--- config.mk ---
export PLATFORM = sky130hd
export DESIGN_NAME = clk_div_bank
export DESIGN_NICKNAME = d
export VERILOG_FILES = /design/src/rtl/clk_div_bank.sv
export SDC_FILE = /design/constraint.sdc
export NUM_CORES = 1
export LEC_CHECK = 0
export CORE_ASPECT_RATIO = 1.2
export CORE_MARGIN = 2
export CORE_UTILIZATION = 36
export DETAILED_ROUTE_END_ITERATION = 7
export MAX_ROUTING_LAYER = met4
export PLACE_DENSITY_LB_ADDON = 0.08
export SLEW_MARGIN = 0
export SYNTH_ARGS = -nofsm -noshare
export SYNTH_HDL_FRONTEND = slang
export SYNTH_SLANG_ARGS = --single-unit
--- constraint.sdc ---
create_clock -name clk -period 4.15 [get_ports clk]
set_input_delay 0.83 -clock clk [delete_from_list [all_inputs] [get_ports clk]]
set_output_delay 0.83 -clock clk [all_outputs]
set_load 0.05 [all_outputs]
--- src/rtl/clk_div_bank.sv ---
// rtl/clk_div_bank.sv - bank of independently programmable square-wave clock dividers
// Optional macro CLK_DIV_BANK_ALIGN_EN adds an align input that restarts every channel phase.
module clk_div_bank #(
  parameter int NUM_CH    = 2,
  parameter int CNT_W     = 26,
  parameter int HALF_INIT = 20,
  parameter int CH_W      = (NUM_CH > 1) ? $clog2(NUM_CH) : 1
) (
  input  logic              clk,
  input  logic              reset,
  input  logic [NUM_CH-1:0] en,
  input  logic              cfg_valid,
  output logic              cfg_ready,
  input  logic [CH_W-1:0]   cfg_ch,
  input  logic [CNT_W-1:0]  cfg_half,
  output logic              cfg_err,
`ifdef CLK_DIV_BANK_ALIGN_EN
  input  logic              align,
`endif
  output logic [NUM_CH-1:0] clk_out,
  output logic [NUM_CH-1:0] tick
);

  localparam logic [CNT_W-1:0] HALF_RST = CNT_W'(HALF_INIT);
  localparam logic [CNT_W-1:0] ONE      = CNT_W'(1);

  logic [CNT_W-1:0]  cnt_q  [NUM_CH];
  logic [CNT_W-1:0]  cnt_d  [NUM_CH];
  logic [CNT_W-1:0]  half_q [NUM_CH];
  logic [CNT_W-1:0]  half_d [NUM_CH];
  logic [NUM_CH-1:0] clk_out_q, clk_out_d;
  logic [NUM_CH-1:0] tick_q, tick_d;
  logic [NUM_CH-1:0] wr_hit;
  logic              cfg_ready_q, cfg_ready_d;
  logic              cfg_err_q, cfg_err_d;
  logic              accept, ch_ok, align_w;

`ifdef CLK_DIV_BANK_ALIGN_EN
  assign align_w = align;
`else
  assign align_w = 1'b0;
`endif

  // Half-periods of 0 and 1 both mean "toggle every enabled cycle".
  function automatic logic [CNT_W-1:0] last_cnt(input logic [CNT_W-1:0] h);
    return (h == '0) ? '0 : h - ONE;
  endfunction

  assign accept = cfg_valid && cfg_ready_q;
  assign ch_ok  = 32'(cfg_ch) < 32'(NUM_CH);

  always_comb begin
    cfg_ready_d = !accept;
    cfg_err_d   = accept && !ch_ok;
    wr_hit      = '0;
    clk_out_d   = clk_out_q;
    tick_d      = '0;
    for (int i = 0; i < NUM_CH; i++) begin
      half_d[i] = half_q[i];
      cnt_d[i]  = cnt_q[i];
      wr_hit[i] = accept && ch_ok && (32'(cfg_ch) == 32'(i));
      if (wr_hit[i]) begin
        half_d[i] = cfg_half;
      end
      // Align beats everything; a write beats its channel's terminal count.
      if (align_w) begin
        cnt_d[i]     = '0;
        clk_out_d[i] = 1'b0;
      end else if (wr_hit[i]) begin
        cnt_d[i] = '0;
      end else if (en[i]) begin
        if (cnt_q[i] == last_cnt(half_q[i])) begin
          cnt_d[i]     = '0;
          clk_out_d[i] = ~clk_out_q[i];
          tick_d[i]    = 1'b1;
        end else begin
          cnt_d[i] = cnt_q[i] + ONE;
        end
      end
    end
  end

  always_ff @(posedge clk or posedge reset) begin
    if (reset) begin
      for (int i = 0; i < NUM_CH; i++) begin
        cnt_q[i]  <= '0;
        half_q[i] <= HALF_RST;
      end
      clk_out_q   <= '0;
      tick_q      <= '0;
      cfg_ready_q <= 1'b1;
      cfg_err_q   <= 1'b0;
    end else begin
      cnt_q       <= cnt_d;
      half_q      <= half_d;
      clk_out_q   <= clk_out_d;
      tick_q      <= tick_d;
      cfg_ready_q <= cfg_ready_d;
      cfg_err_q   <= cfg_err_d;
    end
  end

  assign clk_out   = clk_out_q;
  assign tick      = tick_q;
  assign cfg_ready = cfg_ready_q;
  assign cfg_err   = cfg_err_q;

endmodule
# After elaboration in Yosys (flattened, before gate mapping)

Cells that the tools add are included.

Word-level logic and storage cells: 43
Bits in registers: 109
Bits of input ports: 32
Output and inout bits: 6

Equal/unequal tests: 2
Multiplexer cells: 14
Bitwise gates (word level): 5
Reduce and logical (&&, ||, !) cells: 10
Add/subtract/negate cells: 4

Operator list:

| operator                                           | number |
|---|---|
| two-way mux 26 bit                                 | 8 |
| adder 26 x 1 -> 26 bit, second input constant      | 2 |
| == test 26 bit                                     | 2 |
| logical NOT 26 bit                                 | 2 |
| subtractor 26 x 1 -> 26 bit, second input constant | 2 |
| two-way mux 1 bit                                  | 6 |
| AND reduction 3 bit                                | 2 |
| inverter 1 bit                                     | 5 |
| nonzero test 2 bit                                 | 2 |
| logical AND 1 bit                                  | 3 |
| logical NOT 1 bit                                  | 1 |

# Longest topological paths before layout

Gate-level depths: netlist of run 1.

Word-level depth: 6
Mapped depth: 15

# Worst setup path after synthesis of run 1

OpenSTA, ideal clock, no wires.

Path type: reg-to-reg
Start point: register half_q[26] (netlist bit)
End point: register cnt_q[50] (netlist bit)
Path buffers: 2
Required time: 4029 ps
Path slack: 688 ps
Stages on the path, launching flop included: 15
Period minus slack after synthesis: 3462 ps
Library setup time: 121 ps
Arrival time: 3341 ps
Cell sequence: dfrtp_1 > inv_1 > ha_1 > nor3b_2 > and4_1 > clkbuf_1 > nand3_1 > nor3_1 > nor3_1 > or4_1 > nor4_1 > a21oi_1 > buf_2 > a21o_1 > a22o_1

Longest elaborated chain between the ends: 6

Ends and longest elaborated chain:

| what                                                                     | RTL line | RTL |
|---|---|---|
| start, declared                                                          | 29       | `logic [CNT_W-1:0] half_q [NUM_CH];` |
| start signal, assigned                                                   | 95       | `half_q <= half_d;` |
| subtractor 26 x 1 -> 26 bit / logical NOT 26 bit (equally long branches) | 46       | `return (h == '0) ? '0 : h - ONE;` |
| two-way mux 26 bit *                                                     | 46       |  |
| == test 26 bit *                                                         | 72       | `if (cnt_q[i] == last_cnt(half_q[i])) begin` |
| two-way mux 26 bit *                                                     | 72       |  |
| two-way mux 26 bit *                                                     | 71       | `end else if (en[i]) begin` |
| two-way mux 26 bit *                                                     | 69       | `end else if (wr_hit[i]) begin` |
| end signal, assigned                                                     | 94       | `cnt_q <= cnt_d;` |
| end, declared                                                            | 27       | `logic [CNT_W-1:0] cnt_q [NUM_CH];` |

Every way passes the cells marked *; elsewhere a longest branch is shown, timed or not. The select of a mux whose other input is x is not followed.
A chain may end at the register's enable or synchronous reset.

# Final worst setup path of run 1

Start point: register half_q[26] (netlist bit)
End point: register cnt_q[47] (netlist bit)

The elaborated chain is that of the path after synthesis.

==> reports/results.tsv, run 1 <==
metric	value	unit
Max-Cap Viols	0	
Rows	59	
ratio of cells with drive above 1 in the final layout	14.8	%
Clock Tree Root	clkbuf_16	
Synth area leaders	dfrtp_1 (33%), mux2_2 (7.5%), nand2_1 (3.5%)	
PwrDens	362	nW/µm²
synth warn	0	
count of final setup violators	0	
grt total ovfl	0	
maximum vdd drop	0.211	mV
placeable core area	21600	µm²
H-tree levels	3	
clk_lat worst skew	370	ps
Post-route DRC	0	
ys flop type	dfrtp_1	
headroom to the max-slew limit	46.0	%
CTS tree	built	
Post-Syn Area	7920	µm²
crit path kind	reg -> reg	
Hold Slack	469	ps
Worst Path Max Fanout	9	
outcome	completed	
DIE AREA	23200	µm²
vias in the first global route	6956	
Hold Crit Start	clk_out[0]$_DFFE_PP0P_	
area of the multi-input gates	4840	µm²
endpoints failing hold	0	
Post-synth EDFFs	0	
async set or reset register ratio after synthesis	100	%
drt initial violations	435	
worst hold path class	reg -> reg	
Yosys top cell area share	32.9	%
fraction of the mapped netlist area in adder cells	0.632	%
crit path DAT	4170	ps
Final ANT Viol Nets	0	
simple-gate area share of the yosys netlist	28.2	%
cts hold-fix bufs	0	
GRT Total Usage	21.5	%
Nets	942	
Leak Pwr	3.47	nW
synthesis-stage register bit count	109	
CTS resizes	0	
Die Y-Extent	166	µm
RR Startpoint	half_q[26]$_DFFE_PP0P_	
Reg clk slew, reported paths	80	ps
DP Wirelength	18.0	mm
Worst Skew	12.1	ps
number of diodes	0	
main combinational cell family by area after synthesis	simple AND/OR/NAND/NOR gates	
Die Span X	139	µm
leading area contributor after synthesis	dfrtp_1	
mux contribution to synthesized area	9.05	%
FF/Latch Area	2730	µm²
CTS Sinks	109	
Via density	5.86	
RSZ-0062 raised after global routing	no	
post-synthesis compound-gate area fraction	16.5	%
commonest non-fill, non-tap cells in the layout	dfrtp_1 (104), nand2_1 (74), mux2_2 (53)	
fillers	2138	
worst-margin pin slew	810	ps
largest net degree at the start of global routing	65	
CP Data Required Time	4390	ps
register area share after synthesis	34.5	%
vias post-DR	6944	
global-route wire length before repair	38.6	mm
WL per Instance	20.0	µm
Mapped Nets	931	
CP Launch Point	half_q[26]$_DFFE_PP0P_	
XOR/XNOR Fraction of Synth Area	6.37	%
drt pass-1 iters	5	
Post-Route WL	23.7	mm
leading cell type in the layout, fill and taps excluded	dfrtp_1	
I/O pin cnt	38	
Clock Path Buffers	2	
Post-CTS Setup Bufs	0	
maximum clock frequency	254	MHz
Num CTS Buffers	9	
Mapped Cells	895	
period utilization	94.7	%
gpl congestion	0.995	
Setup crit start kind	flip-flop	
# port buffers	36	
setup_tns	0	ps
kind of end point of the critical path	flip-flop	
Layout area overhead	12.6	%
Synth cell types	83	
Starting Density	36.6	%
syn_area_per_cell	8.85	µm²
Final min period	3930	ps
pins over their slew limit	0	
initial antenna violation count	0	
[logic make-up after synthesis]
logic type,Yosys count
compound gates,188
fa+ha+maj,4
mux,65
buf+inv,87
simple gates,385
xor+xnor,56
other cells,1
flops,109
[per-stage QoR]
stage | cell area (µm²) | std cells | power [mW] | setup WS [ps] | utilization, %
floorplan | 7920 | 895 | 1.96 | 454 | -
global placement | 8580 | 1169 | 2.22 | 310 | 39.6
CTS | 8910 | 1185 | 3.27 | 189 | 41.2
global route | 8920 | 1185 | 3.41 | 3.44 | 41.2
detailed placement | 8580 | 1169 | 2.24 | 251 | 39.6
finish | 8920 | 1185 | 3.23 | 219 | 41.2
[sequential cells by signal, indices dropped and copies added, names as in the netlist]
name,flops
cnt_q,52
clk_out,2
half_q,52
tick,2
cfg_ready,1
[area by class of cell]
cell class / count / share of cell area [%]
multi-input cells: 699 / 54.3
flip-flops and latches: 109 / 30.7
repair buffers: 60 / 6.34
well taps: 274 / 3.85
clock buffers: 10 / 2.68
inverters: 27 / 1.16
clock inverters: 6 / 1.04
[path summary, 6_finish.rpt]
kind / cells past startpoint / slack (ps) / endpoint
min: 1 / 470 / clk_out[0]$_DFFE_PP0P_
max reg2reg: 12 / 220 / cnt_q[47]$_DFFE_PP0P_
max: 12 / 220 / cnt_q[47]$_DFFE_PP0P_
min reg2reg: 1 / 470 / clk_out[0]$_DFFE_PP0P_
min in group asynchronous: 2 / 970 / half_q[22]$_DFFE_PP0P_
max in group asynchronous: 3 / 2300 / cnt_q[16]$_DFFE_PP0P_
[cell usage after synthesis, types with 20 or more instances]
library cell and count:
nand3_1 50, nor3_1 29, xor2_1 24, nand2_1 74, nor3b_1 20, clkbuf_1 42, mux2_2 53, a21oi_1 37
o21ai_0 29, inv_1 27, xnor2_1 31, nor2_1 51, dfrtp_1 104
[metal layers]
layer	track usage (%)	vias up	share of wire [%]
met5	-	-	0
met4	8.30	0	3.0
met3	2.39	47	2.6
met2	37.8	126	53
met1	25.2	3438	41
li1	-	3333	-
[critical path, cell delays in order, from the launching register on]
cell and delay (ps):
dfrtp_1 450, inv_1 130, ha_1 280, or3b_4 460
nor4_4 450, xnor2_1 140, or4_1 540, o311a_1 150
or3b_1 380, nor4_1 240, nand4_1 200, nand3_2 240
o311ai_1 130
[where the power goes]
| group | total (mW) | switching, mW | leakage (nW) | internal [mW] |
|---|---|---|---|---|
| sequential | 1.40 | 0.215 | 1.39 | 1.18 |
| clock | 1.01 | 0.453 | 0.161 | 0.552 |
| combinational | 0.830 | 0.438 | 1.92 | 0.391 |
| total | 3.23 | 1.11 | 3.47 | 2.13 |
Note: power is estimated with default switching activity, not from simulation.
==> run 2, diff against run 1 <==
--- a/config.mk
+++ b/config.mk
@@ -5,10 +5,12 @@
 export SDC_FILE = /design/constraint.sdc
 export NUM_CORES = 1
 export LEC_CHECK = 0
+export CAP_MARGIN = 20
 export CORE_ASPECT_RATIO = 1.2
 export CORE_MARGIN = 2
 export CORE_UTILIZATION = 36
 export DETAILED_ROUTE_END_ITERATION = 7
+export HOLD_SLACK_MARGIN = 0.15
 export MAX_ROUTING_LAYER = met4
 export PLACE_DENSITY_LB_ADDON = 0.08
 export SLEW_MARGIN = 0
==> results of run 2 <==
No change in the layout: final DEF, timing and power equal those of run 1.
==> run 3, diff against run 2 <==
--- a/config.mk
+++ b/config.mk
@@ -5,6 +5,7 @@
 export SDC_FILE = /design/constraint.sdc
 export NUM_CORES = 1
 export LEC_CHECK = 0
+export ABC_CLOCK_PERIOD_IN_PS = 4150
 export CAP_MARGIN = 20
 export CORE_ASPECT_RATIO = 1.2
 export CORE_MARGIN = 2
==> results of run 3 <==
No change in the layout: final DEF, timing and power equal those of run 1.
